[config.mk]
export PLATFORM = sky130hd
export DESIGN_NAME = cla4_serial_adder
export DESIGN_NICKNAME = d
export VERILOG_FILES = /design/src/rtl/cla4_serial_adder.sv
export SDC_FILE = /design/constraint.sdc
export NUM_CORES = 1
export LEC_CHECK = 0
export ABC_AREA = 1
export BUFFER_PORTS_ARGS = -buffer_cell sky130_fd_sc_hd__buf_2
export CELL_PAD_IN_SITES_DETAIL_PLACEMENT = 0
export CELL_PAD_IN_SITES_GLOBAL_PLACEMENT = 1
export CORE_ASPECT_RATIO = 1.4
export CORE_MARGIN = 1.5
export CORE_UTILIZATION = 30
export CTS_CLUSTER_DIAMETER = 40
export DETAILED_ROUTE_END_ITERATION = 8
export GPL_TIMING_DRIVEN = 0
export MAX_ROUTING_LAYER = met4
export PLACE_DENSITY_LB_ADDON = 0.25
export SETUP_SLACK_MARGIN = 0.4
export SLEW_MARGIN = 10
export SYNTH_ARGS = -nofsm -noshare
export SYNTH_HDL_FRONTEND = slang
export SYNTH_SLANG_ARGS = --single-unit
[constraint.sdc]
create_clock -name clk -period 1.6 [get_ports clk]
set_clock_uncertainty 0.05 [all_clocks]
set_input_delay 0.4 -clock clk [delete_from_list [all_inputs] [get_ports clk]]
set_output_delay 0.4 -clock clk [all_outputs]
set_load 0.05 [all_outputs]
[src/rtl/cla4_serial_adder.sv]
// Nibble-serial wide adder built around a single 4-bit carry-lookahead adder.
// Operands are consumed least-significant nibble first, one nibble per clock.
// The carry between nibbles passes only through carry_q.

// 4-bit carry-lookahead adder with all carries expanded from generate/propagate.
module cla4 (
    input  logic [3:0] a,
    input  logic [3:0] b,
    input  logic       ci,
    output logic [3:0] s,
    output logic       co
);
    logic [3:0] g, p;
    logic       c1, c2, c3;

    assign g  = a & b;
    assign p  = a ^ b;
    assign c1 = g[0] | (p[0] & ci);
    assign c2 = g[1] | (p[1] & g[0]) | (p[1] & p[0] & ci);
    assign c3 = g[2] | (p[2] & g[1]) | (p[2] & p[1] & g[0]) | (p[2] & p[1] & p[0] & ci);
    assign co = g[3] | (p[3] & g[2]) | (p[3] & p[2] & g[1]) | (p[3] & p[2] & p[1] & g[0])
              | (p[3] & p[2] & p[1] & p[0] & ci);
    assign s  = p ^ {c3, c2, c1, ci};
endmodule

module cla4_serial_adder #(
    parameter int WIDTH = 16
) (
    input  logic             clk,
    input  logic             rst_n,
    input  logic             in_valid,
    output logic             in_ready,
    input  logic [WIDTH-1:0] a,
    input  logic [WIDTH-1:0] b,
    input  logic             cin,
    output logic             out_valid,
    input  logic             out_ready,
    output logic [WIDTH-1:0] sum,
    output logic             cout
);
    localparam int NIB = WIDTH / 4;
    localparam int CW  = (NIB > 1) ? $clog2(NIB) : 1;

    generate
        if ((WIDTH % 4) != 0 || WIDTH < 4) begin : g_bad_width
            $error("cla4_serial_adder: WIDTH must be a multiple of 4 and >= 4");
        end
    endgenerate

    typedef enum logic [1:0] {IDLE, RUN, DONE} state_t;

    state_t           state_q, state_d;
    logic [CW-1:0]    cnt_q, cnt_d;
    logic             carry_q, carry_d;
    logic [WIDTH-1:0] a_q, a_d, b_q, b_d, sum_q, sum_d;
    logic             cout_q, cout_d;
    logic             out_valid_q, out_valid_d;
    logic [3:0]       nib_s;
    logic             nib_co;

    cla4 u_cla4 (
        .a  (a_q[3:0]),
        .b  (b_q[3:0]),
        .ci (carry_q),
        .s  (nib_s),
        .co (nib_co)
    );

    // Accept only in IDLE and never while reset is held, independent of in_valid.
    assign in_ready  = (state_q == IDLE) && rst_n;
    assign out_valid = out_valid_q;
    assign sum       = sum_q;
    assign cout      = cout_q;

    // Next-state: capture on accept, shift one nibble per RUN cycle, release on out_ready.
    always_comb begin
        state_d     = state_q;
        cnt_d       = cnt_q;
        carry_d     = carry_q;
        a_d         = a_q;
        b_d         = b_q;
        sum_d       = sum_q;
        cout_d      = cout_q;
        out_valid_d = out_valid_q;
        case (state_q)
            IDLE: begin
                if (in_valid) begin
                    a_d     = a;
                    b_d     = b;
                    carry_d = cin;
                    cnt_d   = '0;
                    state_d = RUN;
                end
            end
            RUN: begin
                a_d     = a_q >> 4;
                b_d     = b_q >> 4;
                sum_d   = (sum_q >> 4) | (WIDTH'(nib_s) << (WIDTH - 4));
                carry_d = nib_co;
                cnt_d   = cnt_q + 1'b1;
                if (cnt_q == CW'(NIB - 1)) begin
                    cout_d      = nib_co;
                    out_valid_d = 1'b1;
                    state_d     = DONE;
                end
            end
            DONE: begin
                if (out_ready) begin
                    out_valid_d = 1'b0;
                    state_d     = IDLE;
                end
            end
            default: state_d = IDLE;
        endcase
    end

    // State and datapath registers with synchronous active-low reset.
    always_ff @(posedge clk) begin
        if (!rst_n) begin
            state_q     <= IDLE;
            cnt_q       <= '0;
            carry_q     <= 1'b0;
            a_q         <= '0;
            b_q         <= '0;
            sum_q       <= '0;
            cout_q      <= 1'b0;
            out_valid_q <= 1'b0;
        end else begin
            state_q     <= state_d;
            cnt_q       <= cnt_d;
            carry_q     <= carry_d;
            a_q         <= a_d;
            b_q         <= b_d;
            sum_q       <= sum_d;
            cout_q      <= cout_d;
            out_valid_q <= out_valid_d;
        end
    end
endmodule

==> impl_results.md, run 1 <==
- Grt ovf: 0
- Gpl congestion: between 0.7 and 0.8
- Tmin final: between 1500 and 2000 ps
- Synthesized area: approximately 0.0023 mm²
- IO buf count: 55
- TritonCTS Buffers: 5
- RSZ-0062 raised after global routing: yes
- R2r startpoint: state_q[0]
- Setup crit end kind: primary output
- Clk slew on worst S/H paths: between 100 and 150 ps
- Number of setup violations in the final report: 0
- Die Width: 76.9 µm
- Largest net degree at the start of global routing: 18
- Synthesized instance count: between 200 and 300
- Max cap viols: 0
- Critical path arrival: about 1100 ps
- Initial core utilization: 0.312
- First-pass DRT Iterations: 4
- R2R setup slack: ~150 ps
- Outcome: completed
- Sequential-to-total area share from yosys stat: 0.480
- Max-slew violation count: 0
- First-pass GRT wire length: around 13,000 µm
- Hold path depth: 3
- IO Count: between 50 and 60
- Max VDD drop: 0.475 mV
- Final period utilization: 0.951
- Syn Area/Cell: around 8.0 µm²
- Crit path largest cell delay: about 370 ps
- Post-layout nets: about 450
- Worst hold path class: in2reg
- Worst R2R End: a_q[3]
- CP required: 1150 ps
- Most frequent cells in the layout: 36 x buf_2, 29 x buf_4, 28 x dfxtp_1
- Vias in the first global route: about 2,600
- Routed wl met3: roughly 300 µm
- Initial DRC count: 54
- Utilization after layout: 0.616
- Via count: about 2,500
- Root Driver: clkbuf_8
- Final setup TNS: 0 ps
- ANT nets after route: 0
- Worst reg2reg path depth: 8
- Initial antenna violation count: 0
- DR DRC count: 0
- Die height: 106 µm
- N_diodes: 0
- DR top layer: met4
- Clk buf depth: 2
- Critical-path cell list: nor3_4, buf_6
- Die area: 0.00819 mm²
- Fillers: about 600
- Met2 routed WL: ~4700 µm
- Post-synthesis cell type count: 24
- Max-slew headroom: 0.502
- Mapped Nets: 330
- F_max: roughly 0.66 GHz
- Core footprint: ~0.0074 mm²
- Area grow syn2layout: 97.7%
- Synth Warn #: 0
- Wl on met1: 3370 µm
- CTS tree: done
- Overall power: just under 4 mW
- Vias per cell: around 5
- Gr usage total: 0.218
- Routed WL: 8570 µm
- Final Hold Fails: 0
- HPWL Detailed: around 4700 µm
- CP Max Fanout: 3
- PwrDens: around 860 mW/mm²
- Clock Sink Count: 55
- Commonest non-fill, non-tap cell in the layout: buf_2
- Critical path class: reg2out
- Endpoint of the worst hold path: b_q[15]
- FF+latch count, synth: 55
- Leak: roughly 1.9 nW
- Clk_lat worst skew: 320 ps
- H-Tree Depth: 2
- Layout cells sized above 1: 0.693
- Hold_sp: b[15]
- FP Rows: 37
- Crit-path slowest cell: dfxtp_4
- Slew at the pin closest to its max-slew limit: around 750 ps
- CP startpoint kind: register
- WL/cell: between 15 and 20 µm
==> metrics by stage <==
| step | std cells | hold slack [ps] | cell area (µm²) | setup slack [ps] |
|---|---|---|---|---|
| final | 501 | 263 | 4530 | 77.7 |
| after CTS | 493 | 263 | 4100 | 88.3 |
| after global routing | 501 | 271 | 4530 | 50.1 |
| after floorplan | 287 | 379 | 2350 | 261 |
| after global placement | 439 | 402 | 2750 | 33.0 |
| after detailed placement | 439 | 408 | 2750 | 27.3 |
==> logic make-up after synthesis <==
| logic type | count (synthesis) | share of synthesized area |
|---|---|---|
| adders and majority gates | 6 | 0.0360 |
| DFF | 55 | 0.480 |
| and+or+nand+nor | 75 | 0.138 |
| xor gates and xnor gates | 1 | 0.00382 |
| AOI/OAI and AO/OA | 109 | 0.255 |
| buffers and inverters | 41 | 0.0873 |
==> layer usage <==
metal,vias to the layer above,global-route usage
met5,-,-
met4,0,0.0860
met3,11,0.0361
met2,60,0.403
met1,1223,0.228
li1,1226,-
==> timing repair <==
action	in CTS	in global routing
endpoints found under the setup margin	73	73
gates resized for setup	240	84
hold endpoints to repair	0	0
buffers inserted	35	8
gates cloned	11	0
hold buffers	0	0
pin swaps	38	45
==> cell usage after synthesis (all sizes together) <==
master	n	area, µm²
nor2	30	120
a21oi	42	210
o31ai	1	7.51
or2	2	12.5
buf	13	95.1
xor2	1	8.76
o22ai	24	150
inv	20	75.1
o21ai	41	209
nor3	1	5.00
nand2	26	97.6
dfxtp	55	1100
ha	5	62.6
nand4	1	6.26
o211ai	1	7.51
fa	1	20.0
nand3	15	75.1
clkbuf	8	30.0
==> cell type report <==
class	instances	area, µm²	area share
Buffer	21	280	0.0618
Timing Repair Buffer	109	1100	0.243
Clock inverter	2	38.8	0.00856
Multi-Input combinational cell	191	1660	0.367
Sequential cell	55	1150	0.255
Tap cell	97	121	0.0268
Inverter	20	100	0.0221
Clock buffer	6	72.6	0.0160
==> worst max path at each step <==
stage                          start  slack, ps  cells after the start       end
final                     state_q[1]         80                      2  in_ready
after global routing      state_q[1]         50                      2  in_ready
after CTS                 state_q[1]         90                      2  in_ready
after detailed placement       rst_n         30                      4  in_ready
after global placement         rst_n         30                      4  in_ready
after floorplan                rst_n        260                      2  in_ready
==> report_power, final <==
part           internal (mW)  switching [mW]  total, mW
logic                  0.667           0.650       1.32
clock network          0.474           0.493      0.967
registers               1.49           0.115       1.60
==> state kept, by name, indices dropped and copies added, names as in the netlist <==
| signal | flops |
|---|---|
| cout | 1 |
| out_valid | 1 |
| state_q | 2 |
| cnt_q | 2 |
| sum | 16 |
| carry_q | 1 |
| b_q | 16 |
| a_q | 16 |
==> worst max-delay path, delay by kind of cell, from the launching register on <==
family / cells / cell delay [ps]
and+or+nand+nor: 1 / 190
DFF: 1 / 370
buffers and inverters: 1 / 180
(Power assumes the default switching activity.)
==> run 2: changes to the inputs <==
--- a/config.mk
+++ b/config.mk
@@ -17,7 +17,6 @@
 export GPL_TIMING_DRIVEN = 0
 export MAX_ROUTING_LAYER = met4
 export PLACE_DENSITY_LB_ADDON = 0.25
-export SETUP_SLACK_MARGIN = 0.4
 export SLEW_MARGIN = 10
 export SYNTH_ARGS = -nofsm -noshare
 export SYNTH_HDL_FRONTEND = slang
==> impl_results.md, run 2 (synthesized netlist as in run 1, its figures left out) <==
- Outcome: completed
- Setup crit end kind: primary output
- First-pass GRT wire length: 10,600 µm (-20%)
- Critical path class: in2out
- Hold_sp: b[15]
- Initial antenna violation count: 0 (unchanged)
- Via count: 2,180 (-13%)
- Core footprint: 0.00736 mm² (unchanged)
- FP Rows: 37 (unchanged)
- Final setup TNS: 0 ps (unchanged)
- Critical path arrival: 1080 ps (about the same)
- Initial DRC count: 85 (+57%)
- Crit-path slowest cell: nor3_2
- HPWL Detailed: 4720 µm (+0.69%)
- Crit path largest cell delay: 220 ps (-150 ps)
- CP required: 1150 ps (about the same)
- Max VDD drop: 0.406 mV (-14%)
- Final period utilization: 0.956 (+0.00500)
- Slew at the pin closest to its max-slew limit: 569 ps (-177 ps)
- Routed WL: 6480 µm (-24%)
- Clock Sink Count: 55 (unchanged)
- IO Count: 56 (unchanged)
- Gr usage total: 0.172 (-0.0459)
- Root Driver: clkbuf_8
- RSZ-0062 raised after global routing: no
- TritonCTS Buffers: 5 (unchanged)
- Area grow syn2layout: 21.6%
- Initial core utilization: 0.312 (unchanged)
- Final Hold Fails: 0 (unchanged)
- Commonest non-fill, non-tap cell in the layout: buf_2
- Vias per cell: 4.88 (-3.0%)
- Tmin final: 1530 ps (+7.99 ps)
- Crit path buf inv count: 3 (+2)
- DR DRC count: 0 (unchanged)
- Die Width: 76.9 µm (unchanged)
- CTS tree: done
- F_max: 0.653 GHz (-0.52%)
- Setup bufs post-CTS: 0 (-100%)
- PnR worst setup slack: 69.7 ps (-7.99 ps)
- Utilization after layout: 0.379 (-0.237)
- CP Max Fanout: 7 (+4)
- Worst hold path class: in2reg
- Overall power: 2.97 mW (-24%)
- PwrDens: 1070 mW/mm² (+24%)
- H-Tree Depth: 2 (unchanged)
- Vias in the first global route: 2,119 (-19%)
- Max-slew violation count: 0 (unchanged)
- Max cap viols: 0 (unchanged)
- Grt ovf: 0 (unchanged)
- R2r startpoint: a_q[2]
- First-pass DRT Iterations: 4 (unchanged)
- CP startpoint kind: primary input
- CP delay by family, top: buffers and inverters
- Die height: 106 µm (unchanged)
- Leak: 1.24 nW (-33%)
- Largest net degree at the start of global routing: 17 (-1)
- Clk_lat worst skew: 320 ps (about the same)
- Die area: 0.00819 mm² (unchanged)
- Layout cells sized above 1: 0.237 (-0.456)
- ANT nets after route: 0 (unchanged)
- Clk slew on worst S/H paths: 100 ps (about the same)
- Post-layout nets: 392 (-12%)
- Critical-path cell list: buf_2, inv_2, nor3_2, buf_6
- WL/cell: 14.5 µm (-15%)
- Crit path from: rst_n
- Max-slew headroom: 0.620 (+0.118)
- Gpl congestion: 0.793 (+2.8%)
- Clk buf depth: 2 (unchanged)
- Fillers: 825 (+40%)
- Most frequent cells in the layout: 61 x buf_2, 54 x dfxtp_1, 42 x a21oi_1
- IO buf count: 55 (unchanged)
- N_diodes: 0 (unchanged)
- Number of setup violations in the final report: 0 (unchanged)
- Pre-CTS setup slack: 28.2 ps (+0.879 ps)
[run 2: timing repair]
item	CTS	global route
endpoints found under the setup margin	1	2
hold buffers	0	0
resized for setup	1	5
gates cloned	0	0
pin swaps	0	1
[run 2: layout make-up]
class                           count  area (µm²)  share of cell area
Sequential cell                    55        1100               0.395
Timing Repair Buffer               55         282               0.101
Inverter                           20        75.1              0.0269
Buffer                             21         126              0.0453
Multi-Input combinational cell    191         997               0.358
Clock inverter                      1        8.76             0.00314
Clock buffer                        7        76.3              0.0274
Tap cell                           97         121              0.0435
[run 2: path summary, 6_finish.rpt]
path / endpoint / cells after the start / slack, ps
worst max-delay path: in_ready / 4 / 70
worst min register to register: a_q[13] / 2 / 420
worst min-delay path: b_q[15] / 3 / 280
worst max register to register: sum[15] / 9 / 180
[run 2: power breakdown]
group          internal, mW  switching (mW)
clock                 0.318           0.475
sequential             1.48          0.0689
combinational         0.217           0.410
[run 2: metal layers]
metal | vias to the layer above | global-route usage | part of all wire
met5 | - | - | 0
met2 | 61 | 0.302 | 0.51
met3 | 5 | 0.0335 | 0.043
li1 | 1112 | - | -
met4 | 0 | 0.0529 | 0.010
met1 | 1002 | 0.196 | 0.44
[run 2: worst reg2reg max path, stage by stage, from the launching register on]
cell,delay [ps]
dfxtp_1,340
ha_1,370
nand2_1,90
nand2_1,50
nor2_1,140
nand2_1,70
nand2_1,60
nand3_1,60
nand2_1,60
inv_1,30
[run 2: stage by stage]
step | hold slack [ps] | cells | area (µm²)
6_report | 282 | 447 | 2790
5_1_grt | 284 | 447 | 2790
4_1_cts | 278 | 447 | 2780
3_5_place_dp | 409 | 439 | 2700
3_3_place_gp | 401 | 439 | 2700
2_1_floorplan | 379 | 287 | 2300
